**config.mk**
```make
export PLATFORM = sky130hd
export DESIGN_NAME = puf_race_controller
export DESIGN_NICKNAME = d
export VERILOG_FILES = /design/src/rtl/puf_race_controller.sv
export SDC_FILE = /design/constraint.sdc
export NUM_CORES = 1
export LEC_CHECK = 0
export BUFFER_PORTS_ARGS = -buffer_cell sky130_fd_sc_hd__buf_2
export CAP_MARGIN = 20
export CORE_MARGIN = 2
export CORE_UTILIZATION = 50
export DETAILED_ROUTE_END_ITERATION = 7
export GPL_ROUTABILITY_DRIVEN = 0
export PLACE_DENSITY = 0.73
export SLEW_MARGIN = 10
export SYNTH_ARGS = -nofsm -noshare
export SYNTH_HDL_FRONTEND = slang
export SYNTH_SLANG_ARGS = --single-unit
```
**constraint.sdc**
```tcl
create_clock -name clk -period 3.7 [get_ports clk]
set_input_delay 0.37 -clock clk [delete_from_list [all_inputs] [get_ports clk]]
set_output_delay 0.37 -clock clk [all_outputs]
set_load 0.005 [all_outputs]
```
**src/rtl/puf_race_controller.sv**
```systemverilog
// ---------------------------------------------------------------------------
// puf_race_controller
//
// Sequences a ring-oscillator race arbiter to build an N_BITS-bit PUF
// response from a single challenge. For every response bit the controller
// selects an RO pair, holds the counters and arbiter in clear for SETTLE
// cycles, runs the race and captures the winning path.
//
// Ports
//   clk          system clock
//   rst          synchronous reset, active-low
//   start        begin an evaluation (only honoured while idle)
//   challenge    N_BITS pairs of RO selects; pair i = {sel_b, sel_a} at
//                [i*2*SEL_W +: 2*SEL_W], sel_a in the low SEL_W bits
//   sel_a/sel_b  RO selects for path 1 / path 2
//   ro_en        RO and counter enable (high only while racing)
//   cnt_clr      counter clear (high while settling)
//   arb_rst      race-arbiter reset, active-high
//   arb_done     arbiter finished, asynchronous
//   arb_winner   arbiter result (1 = path 1 first), asynchronous
//   response     captured response, bit i from race i
//   valid        one-cycle pulse when the response is complete
//   busy         high whenever an evaluation is in progress
//   timeout_err  sticky: some bit of this run hit the race timeout
//   sel_err      sticky: some bit of this run had sel_a == sel_b
// ---------------------------------------------------------------------------
module puf_race_controller #(
    parameter int unsigned N_BITS  = 8,
    parameter int unsigned SEL_W   = 4,
    parameter int unsigned SETTLE  = 4,
    parameter int unsigned TIMEOUT = 1023
) (
    input  logic                      clk,
    input  logic                      rst,
    input  logic                      start,
    input  logic [N_BITS*2*SEL_W-1:0] challenge,
    output logic [SEL_W-1:0]          sel_a,
    output logic [SEL_W-1:0]          sel_b,
    output logic                      ro_en,
    output logic                      cnt_clr,
    output logic                      arb_rst,
    input  logic                      arb_done,
    input  logic                      arb_winner,
    output logic [N_BITS-1:0]         response,
    output logic                      valid,
    output logic                      busy,
    output logic                      timeout_err,
    output logic                      sel_err
);

    localparam int unsigned CH_W  = N_BITS * 2 * SEL_W;
    localparam int unsigned IDX_W = (N_BITS > 1) ? $clog2(N_BITS) : 1;
    localparam int unsigned SET_W = (SETTLE > 1) ? $clog2(SETTLE) : 1;
    localparam int unsigned TMR_W = $clog2(TIMEOUT);

    localparam logic [IDX_W-1:0] LAST_IDX    = IDX_W'(N_BITS - 1);
    localparam logic [SET_W-1:0] SETTLE_LAST = SET_W'(SETTLE - 1);
    localparam logic [TMR_W-1:0] TIMER_LAST  = TMR_W'(TIMEOUT - 1);

    typedef enum logic [2:0] {
        S_IDLE,
        S_CLEAR,
        S_RACE,
        S_CAPTURE,
        S_DONE
    } state_t;

    state_t              state, state_n;
    logic [CH_W-1:0]     chal_q, chal_n;
    logic [IDX_W-1:0]    idx, idx_n;
    logic [SET_W-1:0]    settle_cnt, settle_n;
    logic [TMR_W-1:0]    timer, timer_n;
    logic [N_BITS-1:0]   resp_n;
    logic                terr_n, serr_n;
    logic [2*SEL_W-1:0]  pair_n;
    logic [SEL_W-1:0]    sel_a_n, sel_b_n;

    // Two-flop synchronisers; the FSM only ever looks at done_s/win_s.
    logic                done_m, done_s;
    logic                win_m, win_s;

    // Pair i of a packed challenge, selected without a variable-width multiply.
    function automatic logic [2*SEL_W-1:0] pair_of(input logic [CH_W-1:0]  ch,
                                                    input logic [IDX_W-1:0] i);
        logic [2*SEL_W-1:0] p;
        p = '0;
        for (int unsigned k = 0; k < N_BITS; k++) begin
            if (i == IDX_W'(k)) begin
                p = ch[k*2*SEL_W +: 2*SEL_W];
            end
        end
        return p;
    endfunction

    // -----------------------------------------------------------------------
    // Next-state and next-output logic
    // -----------------------------------------------------------------------
    always_comb begin
        state_n  = state;
        chal_n   = chal_q;
        idx_n    = idx;
        settle_n = settle_cnt;
        timer_n  = timer;
        resp_n   = response;
        terr_n   = timeout_err;
        serr_n   = sel_err;
        pair_n   = {sel_b, sel_a};

        unique case (state)
            S_IDLE: begin
                if (start) begin
                    chal_n   = challenge;
                    idx_n    = '0;
                    settle_n = '0;
                    resp_n   = '0;
                    terr_n   = 1'b0;
                    serr_n   = 1'b0;
                    pair_n   = pair_of(challenge, '0);
                    state_n  = S_CLEAR;
                end
            end

            S_CLEAR: begin
                if (settle_cnt != SETTLE_LAST) begin
                    settle_n = settle_cnt + 1'b1;
                end
                // Leave only once SETTLE cycles have elapsed AND any done left
                // over from the previous race has drained through the sync.
                if (settle_cnt == SETTLE_LAST && !done_s) begin
                    if (sel_a == sel_b) begin
                        resp_n[idx] = 1'b0;
                        serr_n      = 1'b1;
                        state_n     = S_CAPTURE;
                    end else begin
                        timer_n = '0;
                        state_n = S_RACE;
                    end
                end
            end

            S_RACE: begin
                // done is checked first so a same-cycle timeout is not an error.
                if (done_s) begin
                    resp_n[idx] = win_s;
                    state_n     = S_CAPTURE;
                end else if (timer == TIMER_LAST) begin
                    resp_n[idx] = 1'b0;
                    terr_n      = 1'b1;
                    state_n     = S_CAPTURE;
                end else begin
                    timer_n = timer + 1'b1;
                end
            end

            S_CAPTURE: begin
                if (idx == LAST_IDX) begin
                    state_n = S_DONE;
                end else begin
                    idx_n    = idx + 1'b1;
                    settle_n = '0;
                    pair_n   = pair_of(chal_q, idx_n);
                    state_n  = S_CLEAR;
                end
            end

            S_DONE: begin
                state_n = S_IDLE;
            end

            default: begin
                state_n = S_IDLE;
            end
        endcase

        sel_a_n = pair_n[SEL_W-1:0];
        sel_b_n = pair_n[2*SEL_W-1:SEL_W];
    end

    // -----------------------------------------------------------------------
    // State, datapath and registered outputs. Control outputs are decoded
    // from the next state so they line up with the state register.
    // -----------------------------------------------------------------------
    always_ff @(posedge clk) begin
        if (!rst) begin
            state       <= S_IDLE;
            chal_q      <= '0;
            idx         <= '0;
            settle_cnt  <= '0;
            timer       <= '0;
            done_m      <= 1'b0;
            done_s      <= 1'b0;
            win_m       <= 1'b0;
            win_s       <= 1'b0;
            sel_a       <= '0;
            sel_b       <= '0;
            ro_en       <= 1'b0;
            cnt_clr     <= 1'b0;
            arb_rst     <= 1'b1;
            response    <= '0;
            valid       <= 1'b0;
            busy        <= 1'b0;
            timeout_err <= 1'b0;
            sel_err     <= 1'b0;
        end else begin
            state       <= state_n;
            chal_q      <= chal_n;
            idx         <= idx_n;
            settle_cnt  <= settle_n;
            timer       <= timer_n;
            done_m      <= arb_done;
            done_s      <= done_m;
            win_m       <= arb_winner;
            win_s       <= win_m;
            sel_a       <= sel_a_n;
            sel_b       <= sel_b_n;
            ro_en       <= (state_n == S_RACE);
            cnt_clr     <= (state_n == S_CLEAR);
            arb_rst     <= (state_n != S_RACE);
            response    <= resp_n;
            valid       <= (state_n == S_DONE);
            busy        <= (state_n != S_IDLE);
            timeout_err <= terr_n;
            sel_err     <= serr_n;
        end
    end

endmodule

```
After elaboration in Yosys (flattened, before gate mapping)
Index checks and enable logic that the tools add are counted.

Output and inout port bits: 23. Bits of input ports: 69. Register bits: 109. Logic and storage cells: 120.

Add/sub/neg operators: 3. Muxes and demuxes: 46. Order comparisons: 2. Equal/unequal tests: 29. Reduce and logical (&&, ||, !) cells: 19. Bitwise logic cells: 2.

Operators by type and width (number): 8-bit 2-to-1 mux (15); 10-bit 2-to-1 mux (4); 8-bit one-hot mux with 3 select lines (1); 3-bit 2-to-1 mux (7); 2-bit != test, second input constant (10); 10-bit one-hot mux with 2 select lines (1); 3-bit == test, second input constant (6); 8-bit one-hot mux with 2 select lines (1); 3-bit by 2-bit == test with 1-bit output, second input constant (5); 3-bit one-hot mux with 4 select lines (1); 4-bit AND reduction (3); 10-bit by 1-bit adder with 10-bit output, second input constant (1); 10-bit == test, second input constant (1); 5-bit AND reduction (2); 3-bit by 1-bit == test with 1-bit output, second input constant (3); 3-bit nonzero test (3); 8-bit bitwise AND (1); 8-bit bitwise mux (1); 8-bit NOT (1); 2-bit nonzero test (4); 1-bit 2-to-1 mux (7); 3-bit logical NOT (2); 2-bit 2-to-1 mux (3); 2-bit one-hot mux with 3 select lines (1); 15 further kinds (17).

Depth between registers and ports, before layout
Gate-level depths: netlist of run 1.

Depth in word-level cells: 12. Gate-level depth with buffers: 9.

Worst setup path after synthesis of run 1
OpenSTA, ideal clock, no wires.

Path type: register to register. From: register idx[0]. To: register sel_a[3]. Setup time: 0.123 ns. Clock period less this slack: 1.900 ns. Setup slack: 1.800 ns. Path buffers: 2. Data arrival time: 1.778 ns. Stages on the path, launching flop included: 10. Data required time: 3.577 ns. Cell sequence: dfxtp_1 > buf_4 > inv_1 > ha_1 > clkbuf_1 > a211oi_1 > a21boi_0 > a221o_1 > a221oi_1 > nor2_1.

Longest elaborated chain between the ends: 12.

RTL lines: start, declared (line 70) `logic [IDX_W-1:0] idx, idx_n;`; start signal, assigned (line 207) `idx <= idx_n;`; 3-bit by 1-bit adder with 3-bit output (line 159) `idx_n = idx + 1'b1;`; 3-bit logical NOT (line 88) `if (i == IDX_W'(k)) begin`; 8-bit 2-to-1 mux (8 in series) (line 88); 8-bit 2-to-1 mux (line 156) `if (idx == LAST_IDX) begin`; 8-bit one-hot mux with 2 select lines (line 109) `unique case (state)`; end signal, assigned (line 214) `sel_a <= sel_a_n;`; end, declared (line 37) `output logic [SEL_W-1:0] sel_a,`.

Parallel ways exist; a longest one is shown, timed or not. The select of a mux whose other input is x is not followed. A chain may end at the register's enable or synchronous reset.

Worst setup path after layout of run 1
From: register idx[1]. To: register sel_a[3].

The elaborated chain is that of the path after synthesis.

==> results of run 1 <==
-- per-layer routing --
| metal | up-vias | wire (um) | track usage [%] |
|---|---|---|---|
| li1 | 2341 | - | - |
| met1 | 2163 | 5810 | 29.6 |
| met2 | 115 | 5820 | 36.9 |
| met3 | 23 | 514 | 4.17 |
| met4 | 0 | 190 | 7.14 |
| met5 | - | 0 | 0 |
-- worst register-to-register path, delay by kind of cell, from the launching register on --
kind	cells	cell delay, ns
adders and majority gates	1	0.90
AOI/OAI and AO/OA	3	0.62
DFF	1	0.40
and+or+nand+nor	2	0.31
buffers and inverters	1	0.19
-- per-stage QoR --
stage	hold slack, ns	area, sq um	instances	utilization (%)	total power, W
finish	0.199	5930	837	57.7	0.00231
global route	0.194	5930	837	57.7	0.00241
CTS	0.192	5910	836	57.5	0.00233
detailed placement	0.445	5690	820	55.4	0.00154
global placement	0.422	5690	820	55.4	0.00154
floorplan	0.412	5250	634	-	0.00145
-- final timing paths --
check                                end  slack [ns]  cells after the start
worst max-delay path            sel_a[3]        1.17                      7
worst min register to register     win_s        0.46                      1
worst max register to register  sel_a[3]        1.17                      7
worst min-delay path              done_m        0.20                      2
-- where the power goes --
group | total (W) | internal [W] | switching (W)
combinational | 0.000247 | 0.000109 | 0.000138
sequential | 0.00127 | 0.00123 | 0.0000398
clock | 0.000794 | 0.000402 | 0.000391
total | 0.00231 | 0.00174 | 0.000569
-- placed cells by master (no fill, tap or decap), drive strengths merged, types with 4 or more instances in the layout --
cell / n
a21boi: 66
a21oi: 36
a221o: 16
a32o: 4
and2: 9
buf: 97
clkbuf: 13
dfxtp: 109
ha: 9
inv: 22
nand2: 158
nand3: 13
nand3b: 17
nand4: 12
nor2: 19
nor2b: 8
nor3: 7
o211ai: 9
o21ai: 17
o311ai: 5
or4: 4
xor2: 4
-- cell families after synthesis --
family          count (synthesis)  synth area share [%]
compound gates                178                  25.1
xor+xnor                        6                  1.29
fa+ha+maj                       9                  2.15
buf+inv                        68                  5.87
flops                         109                  41.6
mux                             3                 0.572
simple gates                  261                  23.5
-- layout make-up --
type | instances | area share [%]
clock buffer | 13 | 2.51
clock inverter | 3 | 1.16
multi-input combinational | 457 | 46.5
tap | 136 | 2.87
sequential | 109 | 36.8
inverter | 22 | 1.39
timing repair buffer | 97 | 8.77
-- state kept, by name (all words and copies together) (netlist names), 2 cells and up --
register / cells
state: 3
chal_q: 64
sel_b: 4
settle_cnt: 2
idx: 3
timer: 10
response: 8
sel_a: 4
==> results.toml, run 1 <==
[logic_synthesis]
synth_edf_count = 0
synth-warning-count = 0
avgSynthCellArea_sq_um = 8.28
syn-instance-count = 634
yosys_register_bits = 109
yosysMostFrequentCell = "nand2_1"
seq_area_frac_synth_pct = 41.6
synth.distinct_cells = 58
synthesis.area_sq_mm = 0.00525
synthArstFlopShare_pct = 0
synth_top_area_cell = "dfxtp_1"
synth_top_area_share_pct = 41.6
synth_common_cells = "158 x nand2_1, 109 x dfxtp_1, 66 x a21boi_0"
synthFlopType = "dfxtp_1"
ys_top_cells_by_area = "dfxtp_1 42%, nand2_1 11%, a21boi_0 9.4%"
syn_nets = 712

[route]
drc = 0
ant_nets = 0
drt_iter0_drc = 282
dr.pass1.iters = 5
vias_per_cell = 5.55
wl_per_cell_um = 14.7
dr_total_vias = 4642
wl_um = 12300

[worst_setup_path]
cpLargestDelayFamily = "adder cells"
critPathBufInv = 1
worstPathMaxFanout = 33
critical_path_class = "reg -> reg"
end_kind = "flip-flop"
start_kind = "flip-flop"
arrival_ns = 2.81
r2r-start = "idx[1]"
startpoint = "idx[1]"
crit_slowest_cell = "ha_1"
crit_chain = "inv_1 -> ha_1 -> nor2b_1 -> a21oi_1 -> a221o_1 -> a221oi_1 -> nor2_1"
worstPathRequired_ns = 3.97
cpPeakStageDelay_ns = 0.90

[die]
dieArea_sq_mm = 0.0113
initial_utilization_pct = 51.1
num_rows = 37
fp.coreArea_sq_mm = 0.0103
chipWidth_um = 106
fp.dieH_um = 106
pin_count = 92

[place]
dpl.hpwl_um = 8800
dp_slack_ns = 1.22
io_buffers = 91

[global_route]
gr-usage-all-layers_pct = 22.3
antenna_found_initial = 0
grt_max_degree = 88
grt_pass1_wl_um = 20500
grt-ovfl-total = 0
grt_pass1_vias = 4239

[pwr]
p_leak_nw = 2.26
p_per_area_mw_per_mm2 = 389
irDropWorstVdd_mv = 0.242

[sta]
max_freq_ghz = 0.395
setup_tns_ns = 0
hold_viol = 0
post-route-period-util_pct = 68.4
slew_headroom_pct = 28.3
fin_worst_skew_ns = 0.00615
fin_crit_ns = 2.53
grt_setup_unrepaired = "false"
drv_slew = 0
setup_viol = 0
setup_ws_ns = 1.17
worstMarginPinSlew_ns = 1.08

[cts]
ctsHoldBuffers = 0
path_clk_slew_ns = 0.10
clockRootBuffer = "clkbuf_8"
numCtsBuffers = 9
clk_latency_ns = 0.38
cts_max_path_buffers = 2
htreeDepth = 3
cts.sinks = 109
post_cts_buffers = 0
ctsResizeCount = 0
cts_tree = "built"

[finish]
multi_input_area_sq_mm = 0.00276
areaGrowthSynthToFinish_pct = 13.1
regArea_sq_mm = 0.00218
fillers = 974
diodes = 0
drive_gt1_share_pct = 18.1
nets = 774

[flow_run]
maxCapViolations = 0

[worst_hold_path]
hp-class = "in -> reg"
hold_start = "arb_done"

[status]
outcome = "completed"
No activity file was read; power rests on OpenSTA's default activity.
==> run 2: changes to the inputs <==
- PLACE_DENSITY: 0.73 -> 0.75
- clock period: 3.7 -> 2.25 ns (I/O delays scaled with it)
==> results.toml, run 2 (same netlist as run 1, synthesis figures left out) <==
[status]
outcome = "completed"

[cts]
ctsHoldBuffers = 0
ctsResizeCount = 0
htreeDepth = 3
cts_tree = "built"
post_cts_buffers = 0
cts_max_path_buffers = 2
cts.sinks = 109
numCtsBuffers = 9
path_clk_slew_ns = 0.10
clk_latency_ns = 0.39
clockRootBuffer = "clkbuf_8"

[place]
place_inst = 831
dp_slack_ns = 0.221
dpl.hpwl_um = 9240
io_buffers = 91

[worst_setup_path]
end_kind = "flip-flop"
worstPathRequired_ns = 2.53
critical_path_class = "reg -> reg"
start_kind = "flip-flop"
cpPeakStageDelay_ns = 0.48
crit_chain = "inv_1 -> ha_1 -> buf_4 -> a21oi_1 -> a21oi_1 -> a221o_1 -> a221oi_1 -> nor2_1"
crit_top_cell = "a21oi_1"
crit_slowest_cell = "dfxtp_1"
arrival_ns = 2.39
worstPathMaxFanout = 15

[sta]
setup_ws_ns = 0.145
setup_tns_ns = 0
post-route-period-util_pct = 93.6
setup_viol = 0
max_freq_ghz = 0.475
hold_viol = 0
fin_worst_skew_ns = 0.0177
fin_crit_ns = 2.11
drv_slew = 0
worstMarginPinSlew_ns = 0.600
slew_headroom_pct = 60.0
grt_setup_unrepaired = "false"

[die]
num_rows = 37
dieArea_sq_mm = 0.0113
fp.dieH_um = 106
initial_utilization_pct = 51.1
chipWidth_um = 106
fp.coreArea_sq_mm = 0.0103
pin_count = 92

[route]
wl_per_cell_um = 15.0
ant_nets = 0
drc = 0
dr.pass1.iters = 4
vias_per_cell = 5.58
drt_iter0_drc = 234
dr_total_vias = 4725
wl_um = 12700

[finish]
fillers = 979
largest_register = "chal_q"
final_common_cell = "nand2_1"
top_regs = "chal_q x64, timer x10, response x8"
nets = 784
areaGrowthSynthToFinish_pct = 14.1
diodes = 0
layout.cells.non_filler = 847
final_cell_mix = "157 x nand2_1, 109 x dfxtp_1, 91 x buf_2, 66 x a21boi_0, 34 x a21oi_1"
largest_register_ffs = 64
drive_gt1_share_pct = 19.7

[global_route]
grt_pass1_vias = 4497
grt_pass1_wl_um = 21300
grt_max_degree = 67
grt-ovfl-total = 0
antenna_found_initial = 0
gr-usage-all-layers_pct = 23.2

[pwr]
p_clk_share_pct = 31.7
p_sw_share_pct = 28.1
power_switching_w = 0.00103
p_leak_nw = 2.30
internal-power_w = 0.00264
pwr-share-seq_pct = 56.8
p_per_area_mw_per_mm2 = 614
p_total_w = 0.00368
irDropWorstVdd_mv = 0.446
comb_power_share_pct = 11.4

[worst_hold_path]
hp-class = "in -> reg"

[flow_run]
maxCapViolations = 0
## run 2: cell type report
cell class              instances  area, sq um  share of cell area (%)
well taps                     136          170                    2.84
inverters                      22         82.6                    1.38
flip-flops and latches        109         2180                    36.5
clock buffers                   9          124                    2.07
repair buffers                107          601                    10.0
clock inverters                 7         65.1                    1.09
multi-input cells             457         2760                    46.1
## run 2: path summary, 6_finish.rpt
path / start / end / slack (ns) / cells past startpoint
setup / recovery: idx[1] / sel_a[3] / 0.14 / 8
hold / removal: arb_done / done_m / 0.05 / 2
setup reg to reg: idx[1] / sel_a[3] / 0.14 / 8
hold reg to reg: win_m / win_s / 0.46 / 1
## run 2: metrics by stage
stage | cell area [sq um] | hold WS, ns | utilization, %
floorplan | 5250 | 0.352 | -
global placement | 5800 | 0.422 | 56.4
detailed placement | 5800 | 0.419 | 56.4
CTS | 5990 | 0.0446 | 58.2
global route | 5990 | 0.0535 | 58.2
finish | 5990 | 0.0522 | 58.2
## run 2: power by group through the flow
stage / Sequential, W / Combinational [W] / Clock, W
2_1_floorplan: 0.00211 / 0.000276 / 0
3_3_place_gp: 0.00213 / 0.000410 / 0
5_1_grt: 0.00210 / 0.000472 / 0.00126
3_5_place_dp: 0.00213 / 0.000422 / 0
6_report: 0.00209 / 0.000421 / 0.00117
4_1_cts: 0.00209 / 0.000424 / 0.00119
## run 2: worst max-delay path: cells and delay by family, from the launching register on
kind	cells	cell delay, ns
AOI/OAI and AO/OA	4	0.82
adders and majority gates	1	0.25
buffers and inverters	2	0.38
DFF	1	0.48
and+or+nand+nor	1	0.08
## run 2: metal layers
metal / GRT usage [%] / share of wire (%)
met4: 7.42 / 2.3
met5: 0 / 0
met3: 4.72 / 4.7
met2: 39.2 / 49
met1: 29.6 / 44
